File: config.mk
export PLATFORM = sky130hd
export DESIGN_NAME = branch_repair_ctrl
export DESIGN_NICKNAME = d
export VERILOG_FILES = /design/src/rtl/branch_repair_ctrl_pkg.sv /design/src/rtl/repair_upd_fifo.sv /design/src/rtl/branch_repair_ctrl.sv
export SDC_FILE = /design/constraint.sdc
export NUM_CORES = 1
export LEC_CHECK = 0
export ABC_AREA = 1
export ABC_CLOCK_PERIOD_IN_PS = 8010
export BUFFER_PORTS_ARGS = -buffer_cell sky130_fd_sc_hd__buf_2
export CORE_ASPECT_RATIO = 0.8
export CORE_MARGIN = 10
export CORE_UTILIZATION = 25
export CTS_BUF_LIST = sky130_fd_sc_hd__clkbuf_8
export DETAILED_ROUTE_END_ITERATION = 6
export GPL_TIMING_DRIVEN = 0
export HOLD_SLACK_MARGIN = 0.05
export SLEW_MARGIN = 0
export SYNTH_ARGS = -nofsm -noshare
export SYNTH_HDL_FRONTEND = slang
export SYNTH_SLANG_ARGS = --single-unit
File: constraint.sdc
create_clock -name clk -period 8.01 [get_ports clk]
set_input_delay 0.4005 -clock clk [delete_from_list [all_inputs] [get_ports clk]]
set_output_delay 0.4005 -clock clk [all_outputs]
set_load 0.01 [all_outputs]
File: src/rtl/branch_repair_ctrl_pkg.sv
// rtl/branch_repair_ctrl_pkg.sv - shared constants, types and helpers for the branch repair controller
package branch_repair_ctrl_pkg;

  localparam int CKPT_W_DEF     = 16;
  localparam int RA_W_DEF       = 4;
  localparam int UPD_FIFO_DEPTH = 2;

  localparam int RA_NEED_REPAIR = 0;
  localparam int RA_RESTORE_RAS = 1;
  localparam int RA_UPDATE_BTB  = 2;
  localparam int RA_UPDATE_PHT  = 3;

  localparam logic [31:0] DELAY_SLOT_OFF = 32'd8;

  typedef enum logic [0:0] {
    DRN_IDLE = 1'b0,
    DRN_REQ  = 1'b1
  } drain_state_e;

  typedef struct packed {
    logic [31:0] pc;
    logic [31:0] target;
    logic        taken;
    logic        btb;
    logic        pht;
  } upd_entry_t;

  localparam int UPD_ENTRY_W = $bits(upd_entry_t);

  // Not-taken resumes after the delay slot; the add wraps modulo 2^32.
  function automatic logic [31:0] repair_next_pc(input logic [31:0] err_pc,
                                                 input logic [31:0] dest,
                                                 input logic        take);
    return take ? dest : err_pc + DELAY_SLOT_OFF;
  endfunction

endpackage

File: src/rtl/repair_upd_fifo.sv
// rtl/repair_upd_fifo.sv - small circular FIFO for predictor training writes
module repair_upd_fifo
  import branch_repair_ctrl_pkg::*;
#(
  parameter int W     = UPD_ENTRY_W,
  parameter int DEPTH = UPD_FIFO_DEPTH
) (
  input  logic         clk,
  input  logic         rst,
  input  logic         push_i,
  input  logic [W-1:0] data_i,
  input  logic         pop_i,
  output logic [W-1:0] data_o,
  output logic         full_o,
  output logic         empty_o
);

  localparam int AW = (DEPTH > 1) ? $clog2(DEPTH) : 1;
  localparam int CW = $clog2(DEPTH + 1);

  logic [W-1:0]  mem_q [DEPTH];
  logic [AW-1:0] wr_ptr_q, rd_ptr_q;
  logic [CW-1:0] count_q;
  logic          do_push, do_pop;

  function automatic logic [AW-1:0] ptr_inc(input logic [AW-1:0] p);
    return (p == AW'(DEPTH - 1)) ? '0 : p + 1'b1;
  endfunction

  assign full_o  = (count_q == CW'(DEPTH));
  assign empty_o = (count_q == '0);
  assign data_o  = mem_q[rd_ptr_q];

  // A full FIFO still accepts a write when the head leaves in the same cycle.
  assign do_pop  = pop_i && !empty_o;
  assign do_push = push_i && (!full_o || do_pop);

  always_ff @(posedge clk or posedge rst) begin
    if (rst) begin
      for (int i = 0; i < DEPTH; i++) mem_q[i] <= '0;
      wr_ptr_q <= '0;
      rd_ptr_q <= '0;
      count_q  <= '0;
    end else begin
      if (do_push) begin
        mem_q[wr_ptr_q] <= data_i;
        wr_ptr_q        <= ptr_inc(wr_ptr_q);
      end
      if (do_pop) rd_ptr_q <= ptr_inc(rd_ptr_q);
      if (do_push && !do_pop)      count_q <= count_q + CW'(1);
      else if (!do_push && do_pop) count_q <= count_q - CW'(1);
    end
  end

endmodule

File: src/rtl/branch_repair_ctrl.sv
// rtl/branch_repair_ctrl.sv - mispredict/exception redirect, checkpoint restore and predictor training queue
module branch_repair_ctrl
  import branch_repair_ctrl_pkg::*;
#(
  parameter int CKPT_W = CKPT_W_DEF,
  parameter int RA_W   = RA_W_DEF
) (
  input  logic              clk,
  input  logic              rst,
  input  logic              sba_flush_i,
  input  logic [31:0]       sba_erroVAddr_i,
  input  logic [31:0]       sba_corrDest_i,
  input  logic              sba_corrTake_i,
  input  logic [CKPT_W-1:0] sba_checkPoint_i,
  input  logic [RA_W-1:0]   sba_repairAction_i,
  input  logic              cp0_excOccur_i,
  input  logic [31:0]       cp0_excDest_i,
  output logic              redirect_valid_o,
  output logic [31:0]       redirect_pc_o,
  output logic              restore_valid_o,
  output logic [CKPT_W-1:0] restore_ckpt_o,
  output logic              restore_ras_o,
  output logic              upd_valid_o,
  input  logic              upd_ready_i,
  output logic [31:0]       upd_pc_o,
  output logic [31:0]       upd_target_o,
  output logic              upd_taken_o,
  output logic              upd_btb_o,
  output logic              upd_pht_o,
  output logic              busy_o,
  output logic [7:0]        drop_cnt_o
);

  logic              redirect_valid_q, redirect_valid_d;
  logic [31:0]       redirect_pc_q, redirect_pc_d;
  logic              restore_valid_q, restore_valid_d;
  logic [CKPT_W-1:0] restore_ckpt_q, restore_ckpt_d;
  logic              restore_ras_q, restore_ras_d;
  logic [7:0]        drop_cnt_q, drop_cnt_d;
  drain_state_e      state_q, state_d;

  logic       sba_evt, sba_acc, push_req, pop;
  logic       fifo_full, fifo_empty;
  upd_entry_t push_entry, head_entry;

  assign sba_evt  = sba_flush_i && sba_repairAction_i[RA_NEED_REPAIR];
  assign sba_acc  = sba_evt && !cp0_excOccur_i;
  assign push_req = sba_acc && (sba_repairAction_i[RA_UPDATE_BTB] || sba_repairAction_i[RA_UPDATE_PHT]);
  assign pop      = (state_q == DRN_REQ) && upd_ready_i;

  always_comb begin
    push_entry.pc     = sba_erroVAddr_i;
    push_entry.target = sba_corrDest_i;
    push_entry.taken  = sba_corrTake_i;
    push_entry.btb    = sba_repairAction_i[RA_UPDATE_BTB];
    push_entry.pht    = sba_repairAction_i[RA_UPDATE_PHT];
  end

  repair_upd_fifo #(
    .W     (UPD_ENTRY_W),
    .DEPTH (UPD_FIFO_DEPTH)
  ) u_fifo (
    .clk     (clk),
    .rst     (rst),
    .push_i  (push_req),
    .data_i  (push_entry),
    .pop_i   (pop),
    .data_o  (head_entry),
    .full_o  (fifo_full),
    .empty_o (fifo_empty)
  );

  // Exceptions win the redirect and swallow any same-cycle mispredict report.
  always_comb begin
    redirect_valid_d = cp0_excOccur_i || sba_evt;
    redirect_pc_d    = '0;
    restore_valid_d  = sba_acc;
    restore_ckpt_d   = '0;
    restore_ras_d    = 1'b0;
    drop_cnt_d       = drop_cnt_q;
    if (cp0_excOccur_i) begin
      redirect_pc_d = cp0_excDest_i;
    end else if (sba_evt) begin
      redirect_pc_d  = repair_next_pc(sba_erroVAddr_i, sba_corrDest_i, sba_corrTake_i);
      restore_ckpt_d = sba_checkPoint_i;
      restore_ras_d  = sba_repairAction_i[RA_RESTORE_RAS];
    end
    if (push_req && fifo_full && !pop && drop_cnt_q != 8'hFF)
      drop_cnt_d = drop_cnt_q + 8'd1;
  end

  always_comb begin
    state_d     = state_q;
    upd_valid_o = 1'b0;
    case (state_q)
      DRN_IDLE: begin
        if (!fifo_empty) state_d = DRN_REQ;
      end
      DRN_REQ: begin
        upd_valid_o = 1'b1;
        // Leaving REQ only when the popped head was the last entry and nothing arrives.
        if (upd_ready_i && !fifo_full && !push_req) state_d = DRN_IDLE;
      end
      default: state_d = DRN_IDLE;
    endcase
  end

  always_ff @(posedge clk or posedge rst) begin
    if (rst) begin
      redirect_valid_q <= 1'b0;
      redirect_pc_q    <= '0;
      restore_valid_q  <= 1'b0;
      restore_ckpt_q   <= '0;
      restore_ras_q    <= 1'b0;
      drop_cnt_q       <= '0;
      state_q          <= DRN_IDLE;
    end else begin
      redirect_valid_q <= redirect_valid_d;
      redirect_pc_q    <= redirect_pc_d;
      restore_valid_q  <= restore_valid_d;
      restore_ckpt_q   <= restore_ckpt_d;
      restore_ras_q    <= restore_ras_d;
      drop_cnt_q       <= drop_cnt_d;
      state_q          <= state_d;
    end
  end

  assign redirect_valid_o = redirect_valid_q;
  assign redirect_pc_o    = redirect_pc_q;
  assign restore_valid_o  = restore_valid_q;
  assign restore_ckpt_o   = restore_ckpt_q;
  assign restore_ras_o    = restore_ras_q;
  assign drop_cnt_o       = drop_cnt_q;
  assign busy_o           = !fifo_empty;
  assign upd_pc_o         = head_entry.pc;
  assign upd_target_o     = head_entry.target;
  assign upd_taken_o      = head_entry.taken;
  assign upd_btb_o        = head_entry.btb;
  assign upd_pht_o        = head_entry.pht;

endmodule

==> impl_metrics.csv <==
group,metric,value,unit
outcome,status,"finished clean",
layout,drive_above_1_share,27.44,%
layout,areaGrowthSynthToFinish,27.21,%
logic_synthesis,ys_ff_latch,198,
global_route,grt_pass1_vias,8669,
logic_synthesis,syn_area,9255,µm²
worst_setup_path,cp_cell_sequence,"clkbuf_1 -> clkbuf_1 -> buf_2 -> mux2_2 -> buf_2",
worst_setup_path,crit_type,"flop to primary output",
detailed_routing,first_pass_iters,5,
global_route,overflow,0,
sta,max_freq,319.8,MHz
detailed_routing,drc,0,
clock_tree,cts_tree,"done",
clock_tree,cts_setup_buffers,0,
floorplan,die_h,192.1,µm
global_route,grtUsageTotal,15.81,%
worst_setup_path,crit_slowest_cell,"clkbuf_1",
worst_setup_path,crit_fanout,10,
layout,instances_no_fill,1860,
clock_tree,cts_max_level,4,
logic_synthesis,syn_area_per_cell,8.634,µm²
power_and_ir_drop,cellPowerDensity,316.6,nW/µm²
worst_setup_path,crit_required,7.61,ns
power_and_ir_drop,fin_total_pwr,3728,µW
detailed_routing,drtIter0Drc,669,
worst_hold_path,min_path_type,"primary input to flop",
logic_synthesis,yosysSeqAreaShare,53.54,%
worst_setup_path,slowest_delay,0.61,ns
detailed_routing,detail_route.wl_per_cell,19.41,µm
layout,finalNetCount,1486,
worst_setup_path,cp.arrival,2.73,ns
global_route,grt_max_degree,110,
clock_tree,cts_resized,0,
power_and_ir_drop,power.leakage,0.006159,µW
sta,worstMarginPinSlew,0.8123,ns
power_and_ir_drop,ir_drop,0.1302,mV
layout,multi_input_area,3613,µm²
logic_synthesis,synth_fp_nets,1197,
detailed_routing,vias,8334,
floorplan,initial_core_util,25.55,%
floorplan,die_area,45160,µm²
clock_tree,cts_made_buffers,17,
sta,hold_viol,0,
sta,setup_viol,0,
logic_synthesis,syn_inst,1072,
logic_synthesis,yosysWarnings,0,
global_route,antenna_found_initial,11,
placement,place_inst,1800,
placement,io_buffer_count,247,
floorplan,rows,62,
job,max_cap_viol_count,0,
floorplan,coreArea,36230,µm²
sta,min_period,3.127,ns
detailed_routing,vias_per_cell,4.481,
detailed_routing,detail-route-antenna-nets,0,
sta,skew,0.01845,ns
sta,drv_slew,0,
placement,dp.final_hpwl,28120,µm
global_route,grt_pass1_wl,53970,µm
sta,rsz0062_at_grt,"false",
worst_setup_path,start_kind,"flop",
placement,pre_cts_ws,5.380,ns
clock_tree,clock_path_buffers,2,
layout,nFillCells,3852,
clock_tree,clock_sinks,198,
clock_tree,root_buffer,"clkbuf_8",
worst_setup_path,worstSetupEndpointType,"primary output",
sta,slew_headroom,45.85,%
detailed_routing,wirelength,36100,µm
clock_tree,path_clk_slew,0.11,ns
sta,fin_setup_tns,0,ns
layout,post-route-util,32.50,%
clock_tree,clock_latency,0.49,ns
sta,worst_slack,4.883,ns
layout,regArea,4955,µm²
worst_setup_path,ff2ff_setup_slack,5.95,ns
floorplan,io_pins,250,
sta,finalCritPeriodShare,39.03,%
placement,gp_congestion,0.8761,
logic_synthesis,post_synth_num_cell_types,23,
floorplan,die_x,235.1,µm
## stage by stage
stage               cell area [µm²]  hold WS (ns)
floorplan                      9255        0.4476
global placement              11090        0.4599
detailed placement            11130        0.4682
CTS                           11760       0.05001
global route                  11760       0.05871
finish                        11770        0.1039
## layout make-up
| cell class | count | area share, % |
|---|---|---|
| Antenna cell | 6 | 0.1275 |
| Buffer | 54 | 2.423 |
| Clock buffer | 18 | 2.104 |
| Clock inverter | 14 | 1.392 |
| Inverter | 107 | 3.475 |
| Multi-Input combinational cell | 713 | 30.69 |
| Sequential cell | 198 | 42.08 |
| Tap cell | 480 | 5.101 |
| Timing Repair Buffer | 270 | 12.60 |
## path summary, 6_finish.rpt
check | startpoint | endpoint | cells after the start
worst max register to register | u_fifo.count_q[0]$_DFFE_PP0P_ | u_fifo.mem_q[39]$_DFFE_PP0P_ | 9
worst min register to register | u_fifo.mem_q[27]$_DFFE_PP0P_ | u_fifo.mem_q[27]$_DFFE_PP0P_ | 2
worst min-delay path | cp0_excDest_i[22] | redirect_pc_o[22]$_DFF_PP0_ | 3
min in group asynchronous | rst | restore_ckpt_o[11]$_DFF_PP0_ | 3
max in group asynchronous | rst | u_fifo.mem_q[93]$_DFFE_PP0P_ | 4
worst max-delay path | u_fifo.rd_ptr_q$_DFFE_PP0P_ | upd_pc_o[3] | 5
## synth_stat cells
library cell	number	area [µm²]
nand3_1	38	190.2
buf_2	18	90.09
buf_1	7	26.28
nor3_1	3	15.01
nand2_1	317	1190
nand2_2	1	6.260
mux2_2	67	754.5
ha_1	3	37.54
inv_1	106	397.9
buf_6	8	90.09
dfrtp_1	198	4955
o21ai_0	106	530.5
or2_1	1	6.260
a21oi_1	28	140.1
nor2_8	1	20.02
nor2_1	69	259.0
o21ai_2	1	8.760
xor2_1	15	131.4
clkbuf_1	21	78.83
inv_2	1	3.750
nand4_1	4	25.02
o21ai_1	58	290.3
xnor2_1	1	8.760
## repair_timing
item	in CTS	in global routing
endpoints found under the hold margin	110	0
hold buffers	22	0
endpoints found under the setup margin	0	0
## layer usage
metal  GRT usage, %  wire, µm  up-vias
met4          3.939       469        8
li1               -         -     3999
met2          25.37     16730      206
met1          19.74     15990     4092
met3          5.969      2858       29
met5              0        49        -
## sequential cells by signal (all words and copies together), names as in the netlist
name and cells:
u_fifo.mem_q 134, u_fifo.count_q 2, u_fifo.rd_ptr_q 1, redirect_valid_o 1, u_fifo.wr_ptr_q 1, state_q 1, restore_ras_o 1, restore_ckpt_o 16
drop_cnt_o 8, redirect_pc_o 32, restore_valid_o 1
## power breakdown
group	internal [µW]	switching, µW	total, µW	leakage [µW]
Combinational	648	819	1470	0.00345
Sequential	1370	196	1560	0.00250
Clock	295	403	698	0.000204
Total	2310	1420	3730	0.00616
## layout by cell type, fill, tap and decap left out, drive strengths merged
master	count
nor3	3
ha	3
inv	115
a21oi	28
bufinv	2
or2	1
mux2	67
dfrtp	198
xnor2	1
dlygate4sd3	22
nor2	70
o21ai	165
diode	6
clkbuf	39
xor2	15
clkinvlp	3
nand3	38
buf	281
clkinv	1
nand2	318
nand4	4
## worst max-delay path, delay by kind of cell, from the launching register on
| kind | cells | cell delay, ns |
|---|---|---|
| buffers and inverters | 4 | 1.51 |
| DFF | 1 | 0.34 |
| muxes | 1 | 0.38 |
## logic make-up after synthesis
group           share of synthesized area, %
simple gates                           18.49
compound gates                         10.48
flops                                  53.54
fa+ha+maj                             0.4056
buf+inv                                7.422
xor+xnor                               1.514
mux                                    8.152
Note: power is estimated with default switching activity, not from simulation.
